[config.mk]
export PLATFORM = sky130hd
export DESIGN_NAME = esfa_result_reporter
export DESIGN_NICKNAME = d
export VERILOG_FILES = /design/src/rtl/esfa_pkg.sv /design/src/rtl/esfa_uart_tx_byte.sv /design/src/rtl/esfa_result_reporter.sv
export SDC_FILE = /design/constraint.sdc
export NUM_CORES = 1
export LEC_CHECK = 0
export CORE_MARGIN = 2
export CORE_UTILIZATION = 25
export DETAILED_ROUTE_END_ITERATION = 12
export PLACE_DENSITY = 0.48
export SLEW_MARGIN = 20
export SYNTH_ARGS = -nofsm -noshare
export SYNTH_HDL_FRONTEND = slang
export SYNTH_SLANG_ARGS = --single-unit
[constraint.sdc]
create_clock -name clk -period 2.64 [get_ports clk]
set_input_delay 0.528 -clock clk [delete_from_list [all_inputs] [get_ports clk]]
set_output_delay 0.528 -clock clk [all_outputs]
set_load 0.1 [all_outputs]
[src/rtl/esfa_pkg.sv]
// esfa_pkg
// Shared definitions for the ESFA result reporter: frame length, default
// frame header, the reporter FSM state type and the frame checksum helper.
package esfa_pkg;

  localparam int         FRAME_LEN            = 8;
  localparam logic [7:0] FRAME_HEADER_DEFAULT = 8'hA5;

  typedef enum logic [1:0] {
    IDLE,
    LOAD,
    SEND,
    DONE
  } esfa_state_t;

  // XOR of frame bytes 1..6 (status, error ID, four count bytes).
  // The header is deliberately left out of the checksum.
  function automatic logic [7:0] frame_checksum(
    input logic        ok,
    input logic [7:0]  err_id,
    input logic [31:0] count
  );
    return {7'b0, ok} ^ err_id ^ count[31:24] ^ count[23:16] ^ count[15:8] ^ count[7:0];
  endfunction

endpackage

[src/rtl/esfa_uart_tx_byte.sv]
// esfa_uart_tx_byte
// UART 8N1 byte serializer with a registered, glitch-free output.
// Ports:
//   clk      in   clock, rising edge
//   reset    in   synchronous active-low reset
//   i_start  in   load i_data and begin a byte (honoured only when idle)
//   i_data   in   byte to send, LSB first
//   o_done   out  one-cycle pulse near the end of the stop bit
//   o_tx     out  serial line, idle high
module esfa_uart_tx_byte #(
  parameter int CLKS_PER_BIT = 868
) (
  input  logic       clk,
  input  logic       reset,
  input  logic       i_start,
  input  logic [7:0] i_data,
  output logic       o_done,
  output logic       o_tx
);

  localparam int              CNT_W       = $clog2(CLKS_PER_BIT);
  localparam logic [CNT_W-1:0] LAST_CNT    = CNT_W'(CLKS_PER_BIT - 1);
  localparam logic [CNT_W-1:0] HANDOFF_CNT = CNT_W'(CLKS_PER_BIT - 2);
  localparam logic [3:0]       STOP_BIT    = 4'd9;

  logic             r_active;
  logic [CNT_W-1:0] r_clk_cnt;
  logic [3:0]       r_bit_idx;
  logic [9:0]       r_shift;
  logic             r_tx;

  logic w_bit_end;
  logic w_done;

  assign w_bit_end = (r_clk_cnt == LAST_CNT);

  // The serializer releases itself one cycle before the stop bit ends. The
  // line is already high and stays high for that final cycle, which gives the
  // controller exactly one cycle to present the next byte so its start bit
  // follows the stop bit with no idle gap.
  assign w_done = r_active && (r_bit_idx == STOP_BIT) && (r_clk_cnt == HANDOFF_CNT);

  always_ff @(posedge clk) begin
    if (!reset) begin
      r_active  <= 1'b0;
      r_clk_cnt <= '0;
      r_bit_idx <= 4'd0;
      r_shift   <= '1;
      r_tx      <= 1'b1;
    end else if (!r_active) begin
      if (i_start) begin
        r_active  <= 1'b1;
        r_clk_cnt <= '0;
        r_bit_idx <= 4'd0;
        r_shift   <= {1'b1, i_data, 1'b0};
        r_tx      <= 1'b0;
      end
    end else if (w_done) begin
      r_active  <= 1'b0;
      r_clk_cnt <= '0;
      r_bit_idx <= 4'd0;
    end else if (w_bit_end) begin
      r_clk_cnt <= '0;
      r_bit_idx <= r_bit_idx + 4'd1;
      r_shift   <= {1'b1, r_shift[9:1]};
      r_tx      <= r_shift[1];
    end else begin
      r_clk_cnt <= r_clk_cnt + CNT_W'(1);
    end
  end

  assign o_done = w_done;
  assign o_tx   = r_tx;

endmodule

[src/rtl/esfa_result_reporter.sv]
// esfa_result_reporter
// Measures benchmark run length and, when the run finishes, sends one 8-byte
// result frame (header, status, error ID, 32-bit count MSB first, checksum)
// over a UART 8N1 line.
// Ports:
//   clk                 in   clock, rising edge
//   reset               in   synchronous active-low reset
//   isRunning           in   benchmark executing (counts cycles)
//   wasSuccessful       in   pass flag, captured at trigger
//   instructionOfError  in   failing instruction ID, captured at trigger
//   didRun              in   benchmark finished; rising level triggers report
//   uart_tx             out  serial line, idle high
//   busy                out  frame in flight
//   reportDone          out  frame fully sent, sticky until reset
//   cycleCount          out  live run-length counter (saturating)
module esfa_result_reporter
  import esfa_pkg::*;
#(
  parameter int         CLKS_PER_BIT = 868,
  parameter logic [7:0] FRAME_HEADER = FRAME_HEADER_DEFAULT
) (
  input  logic        clk,
  input  logic        reset,
  input  logic        isRunning,
  input  logic        wasSuccessful,
  input  logic [7:0]  instructionOfError,
  input  logic        didRun,
  output logic        uart_tx,
  output logic        busy,
  output logic        reportDone,
  output logic [31:0] cycleCount
);

  localparam logic [2:0] LAST_IDX = 3'(FRAME_LEN - 1);

  esfa_state_t r_state;
  esfa_state_t w_state_next;

  logic        r_did_run_q;
  logic [31:0] r_cycle_count;
  logic        r_snap_ok;
  logic [7:0]  r_snap_err;
  logic [31:0] r_snap_count;
  logic [2:0]  r_byte_idx;
  logic        r_busy;
  logic        r_report_done;

  logic        w_trigger;
  logic        w_count_en;
  logic        w_start;
  logic        w_ser_done;
  logic        w_tx;
  logic [7:0]  w_byte;

  // r_did_run_q clears in reset, so a didRun already high at release still
  // looks like a rising edge on the first active cycle.
  assign w_trigger  = didRun && !r_did_run_q;
  // The trigger cycle itself is not counted: the snapshot and the live
  // counter agree once the report is under way.
  assign w_count_en = isRunning && (r_state == IDLE) && !w_trigger &&
                      (r_cycle_count != 32'hFFFF_FFFF);

  always_comb begin
    w_byte = FRAME_HEADER;
    case (r_byte_idx)
      3'd0:    w_byte = FRAME_HEADER;
      3'd1:    w_byte = {7'b0, r_snap_ok};
      3'd2:    w_byte = r_snap_err;
      3'd3:    w_byte = r_snap_count[31:24];
      3'd4:    w_byte = r_snap_count[23:16];
      3'd5:    w_byte = r_snap_count[15:8];
      3'd6:    w_byte = r_snap_count[7:0];
      default: w_byte = frame_checksum(r_snap_ok, r_snap_err, r_snap_count);
    endcase
  end

  always_comb begin
    w_state_next = r_state;
    w_start      = 1'b0;
    case (r_state)
      IDLE: if (w_trigger) w_state_next = LOAD;
      LOAD: begin
        w_start      = 1'b1;
        w_state_next = SEND;
      end
      SEND: begin
        if (w_ser_done) begin
          w_state_next = (r_byte_idx == LAST_IDX) ? DONE : LOAD;
        end
      end
      default: w_state_next = DONE;
    endcase
  end

  always_ff @(posedge clk) begin
    if (!reset) begin
      r_state       <= IDLE;
      r_did_run_q   <= 1'b0;
      r_cycle_count <= '0;
      r_snap_ok     <= 1'b0;
      r_snap_err    <= '0;
      r_snap_count  <= '0;
      r_byte_idx    <= 3'd0;
      r_busy        <= 1'b0;
      r_report_done <= 1'b0;
    end else begin
      r_state     <= w_state_next;
      r_did_run_q <= didRun;
      if (w_count_en) begin
        r_cycle_count <= r_cycle_count + 32'd1;
      end
      if ((r_state == IDLE) && w_trigger) begin
        r_snap_ok    <= wasSuccessful;
        r_snap_err   <= instructionOfError;
        r_snap_count <= r_cycle_count;
        r_busy       <= 1'b1;
      end
      if ((r_state == SEND) && w_ser_done && (r_byte_idx != LAST_IDX)) begin
        r_byte_idx <= r_byte_idx + 3'd1;
      end
      // DONE is entered during the final (line-high) stop-bit cycle, so
      // busy/reportDone switch one cycle later, right as the stop bit ends.
      if (r_state == DONE) begin
        r_busy        <= 1'b0;
        r_report_done <= 1'b1;
      end
    end
  end

  esfa_uart_tx_byte #(
    .CLKS_PER_BIT(CLKS_PER_BIT)
  ) u_tx (
    .clk    (clk),
    .reset  (reset),
    .i_start(w_start),
    .i_data (w_byte),
    .o_done (w_ser_done),
    .o_tx   (w_tx)
  );

  assign uart_tx    = w_tx;
  assign busy       = r_busy;
  assign reportDone = r_report_done;
  assign cycleCount = r_cycle_count;

endmodule

==> qor.log <==
qor: run_status.run_status complete, no violations
qor: setup_path.regToRegStartpoint cycleCount[14]$_SDFFE_PN0P_
qor: yosys.area_share_of_the_leading_cell_type_in_the_synthesized_netlist 40.1%
qor: global_routing.gr-total-overflow 0
qor: setup_path.startpoint_types primary input
qor: clocking.cts_hold_buffers 0
qor: yosys.synth_area 5240 um2
qor: clocking.htree_levels 3
qor: sta.report.final.setup_viol 0
qor: yosys.synth_seq_area_share 40.1%
qor: yosys.postSynth.topFlopCell dfxtp_1
qor: clocking.clock_insertion_delay_worst_skew 0.35 ns
qor: yosys.synth.distinct_cells 64
qor: floorplan.fp-row-count 52
qor: sta.unrepaired_setup_endpoints_after_global_routing no
qor: floorplan.dieArea 22100 um2
qor: yosys.synthArstFlopShare 0%
qor: yosys.post-synth-top-count-cell nand2_1
qor: yosys.synth_cells 627
qor: global_routing.global_route_wire_length_before_repair 24600 um
qor: power.flop_pwr_share 49.6%
qor: sta.slew-limit-headroom 54.7%
qor: finish.areaGrowthSynthToFinish 21.7%
qor: placement.gpl.final_weighted_congestion 0.810
qor: global_routing.grt_pass1_vias 4559
qor: floorplan.dieHeight 149 um
qor: sta.skew 0.00923 ns
qor: placement.dpl.hpwl 11200 um
qor: power.report.power.total 3.34 mW
qor: yosys.synth_enable_flop_cells 0
qor: yosys.synth_nets 651
qor: hold_path.hold_path.startpoint u_tx.r_shift[3]$_SDFFE_PN1P_
qor: yosys.ys_seq_elements 105
qor: clocking.cts_tree built
qor: setup_path.critPathArrivalTime 2.67 ns
qor: drt.post_drt_via_cell_ratio 5.01
qor: clocking.clk_transition_reported_paths 0.07 ns
qor: drt.drt_iter0_drc 327
qor: sta.share_of_the_clock_period_used_by_the_worst_path_after_layout 90.4%
qor: clocking.cts-buffers-inserted 9
qor: setup_path.critPathMaxFanout 6
qor: sta.final_count_of_pins_violating_max_slew 0
qor: floorplan.die_w 149 um
qor: placement.count_of_buffers_from_port_buffering 47
qor: drt.route.detailed.drc 0
qor: power.switching_power 0.872 mW
qor: yosys.synth.top_cells.by_area dfxtp_1, nand2_1, a21oi_1, xnor2_1, o21ai_0
qor: flow_run.maxCapViolations 0
qor: drt.per_cell_routed_wire_length 16.3 um
qor: global_routing.grtUsageTotal 14.3%
qor: setup_path.timing.critical_path.to_type flip-flop
qor: yosys.post-synth-top-area-cell dfxtp_1
qor: setup_path.worst-setup-path-type in2reg
qor: power.share_comb_of_total_power 9.4%
qor: clocking.post-cts-setup-buffers 0
qor: floorplan.num_io_pins 48
qor: sta.tightestPinTransition 0.679 ns
qor: finish.post_route_cells_drive_above_1_share 15.4%
qor: finish.insertedDiodeCount 0
qor: power.power_leakage 2.16 nW
qor: yosys.avg_cell_area_syn 8.35 um2
qor: placement.dp.cells 939
qor: clocking.post_cts_resize_count 0
qor: clocking.cts_root_buffer clkbuf_16
qor: yosys.netlist_top_cells_count nand2_1, dfxtp_1, a21oi_1, o21ai_0, nor2_1
qor: sta.post_layout_minimum_cycle_time 2.39 ns
qor: floorplan.initial_core_util 25.7%
qor: power.clkPwrFrac 41.0%
qor: clocking.clock-sinks 105
qor: power.cell_internal_pwr 2.46 mW
qor: hold_path.hold_path_end u_tx.r_shift[3]$_SDFFE_PN1P_
qor: yosys.ys_warn_count 0
qor: sta.fmax 0.419 GHz
qor: sta.post-route-worst-setup-slack 0.253 ns
qor: drt.detailedRoute.firstPassIterationCount 5
qor: global_routing.grt_max_degree 65
qor: finish.fillCellCount 2141
qor: finish.design.final.nets 704
qor: hold_path.worstHoldPathType reg2reg
qor: drt.ant_nets 0
qor: drt.wl 15500 um
qor: power.p_per_area 523 nW/um2
qor: setup_path.reg2reg_end cycleCount[31]$_SDFFE_PN0P_
qor: setup_path.timing.reg2reg.worst_path_depth 5
qor: power.power.switching_fraction 26.1%
qor: power.vdd_drop_max 0.289 mV
qor: setup_path.timing.critical_path.required 2.92 ns
qor: global_routing.antenna_violations_before_repair 0
qor: sta.number_of_failing_hold_endpoints_at_the_final_stage 0
qor: hold_path.min_path_cells 1
qor: finish.post_layout_nonfiller_instances 954
qor: floorplan.core_area 20400 um2
qor: drt.detailroute.via_count 4784
qor: placement.worst_setup_slack_before_clock_tree_synthesis -0.115 ns
qor: setup_path.worst_setup_slack_for_register_to_register_paths 0.30 ns
qor: clocking.maximum_buffer_depth_of_the_clock_tree 2
flip-flops by register name, indices dropped and copies added (netlist names):
signal,flops
u_tx.o_tx,1
r_byte_idx,3
cycleCount,32
r_snap_err,8
reportDone,1
r_state,2
u_tx.r_shift,8
u_tx.r_clk_cnt,10
u_tx.r_bit_idx,4
r_did_run_q,1
u_tx.r_active,1
r_snap_count,32
r_snap_ok,1
busy,1
cell usage in the layout (no fill, tap or decap), types with 10 or more instances in the layout:
master,instances
clkdlybuf4s50_1,12
nand2_1,117
nand4_1,12
ha_1,11
a21oi_1,76
nor2_1,33
or3_1,22
inv_1,15
o21ai_0,34
xor2_1,10
xnor2_1,24
nand3_1,18
dfxtp_1,96
buf_4,61
stage by stage:
step	setup TNS, ns	hold slack (ns)	utilization [%]	area, um2
floorplan	0	0.435	-	5250
global route	0	0.502	31.3	6370
global placement	-0.236	0.452	29.8	6080
finish	0	0.471	31.3	6370
detailed placement	-1.09	0.455	29.8	6080
CTS	0	0.475	31.3	6370
worst max-delay path by stage:
stage,from,end,slack [ns],depth (start not counted)
after floorplan,cycleCount[7]$_SDFFE_PN0P_,cycleCount[4]$_SDFFE_PN0P_,0.02,6
after global placement,isRunning,cycleCount[29]$_SDFFE_PN0P_,-0.08,6
after detailed placement,isRunning,cycleCount[29]$_SDFFE_PN0P_,-0.11,6
after CTS,isRunning,cycleCount[29]$_SDFFE_PN0P_,0.26,6
after global routing,cycleCount[14]$_SDFFE_PN0P_,cycleCount[31]$_SDFFE_PN0P_,0.11,5
final,isRunning,cycleCount[23]$_SDFFE_PN0P_,0.25,6
power by group through the flow:
stage	Sequential [mW]	Combinational [mW]	Clock [mW]
2_1_floorplan	1.72	0.177	0
3_3_place_gp	1.69	0.311	0
3_5_place_dp	1.69	0.316	0
4_1_cts	1.65	0.317	1.40
5_1_grt	1.66	0.344	1.47
6_report	1.65	0.314	1.37
layer usage:
layer / global-route usage, % / vias to the layer above / wire (um)
met5: 0 / - / 0
met1: 18.6 / 2334 / 7120
met3: 2.85 / 19 / 585
met2: 23.8 / 100 / 7550
li1: - / 2331 / -
met4: 4.38 / 0 / 284
critical path, cell delays in order:
cell	delay, ns
clkdlybuf4s50_1	0.50
or3b_4	0.43
nor4_4	0.41
o2111ai_2	0.26
or3_1	0.37
a21oi_1	0.16
final cells by class:
| cell class | count | area [um2] | area share, % |
|---|---|---|---|
| multi-input combinational | 472 | 2950 | 46.2 |
| tap | 270 | 338 | 5.30 |
| timing repair buffer | 75 | 618 | 9.70 |
| sequential | 105 | 2110 | 33.2 |
| clock inverter | 6 | 67.6 | 1.06 |
| inverter | 17 | 63.8 | 1.00 |
| clock buffer | 9 | 225 | 3.53 |
cell families (layout without fill, tap and decap cells):
logic type | Yosys count | after routing | synth area share, %
and+or+nand+nor | 248 | 248 | 23.8
AOI/OAI and AO/OA | 163 | 163 | 19.3
DFF | 105 | 105 | 40.1
buffers and inverters | 50 | 107 | 3.70
xor gates and xnor gates | 41 | 41 | 8.72
adders and majority gates | 11 | 11 | 2.63
muxes | 9 | 9 | 1.74
Power figures use the tool's default switching activity.
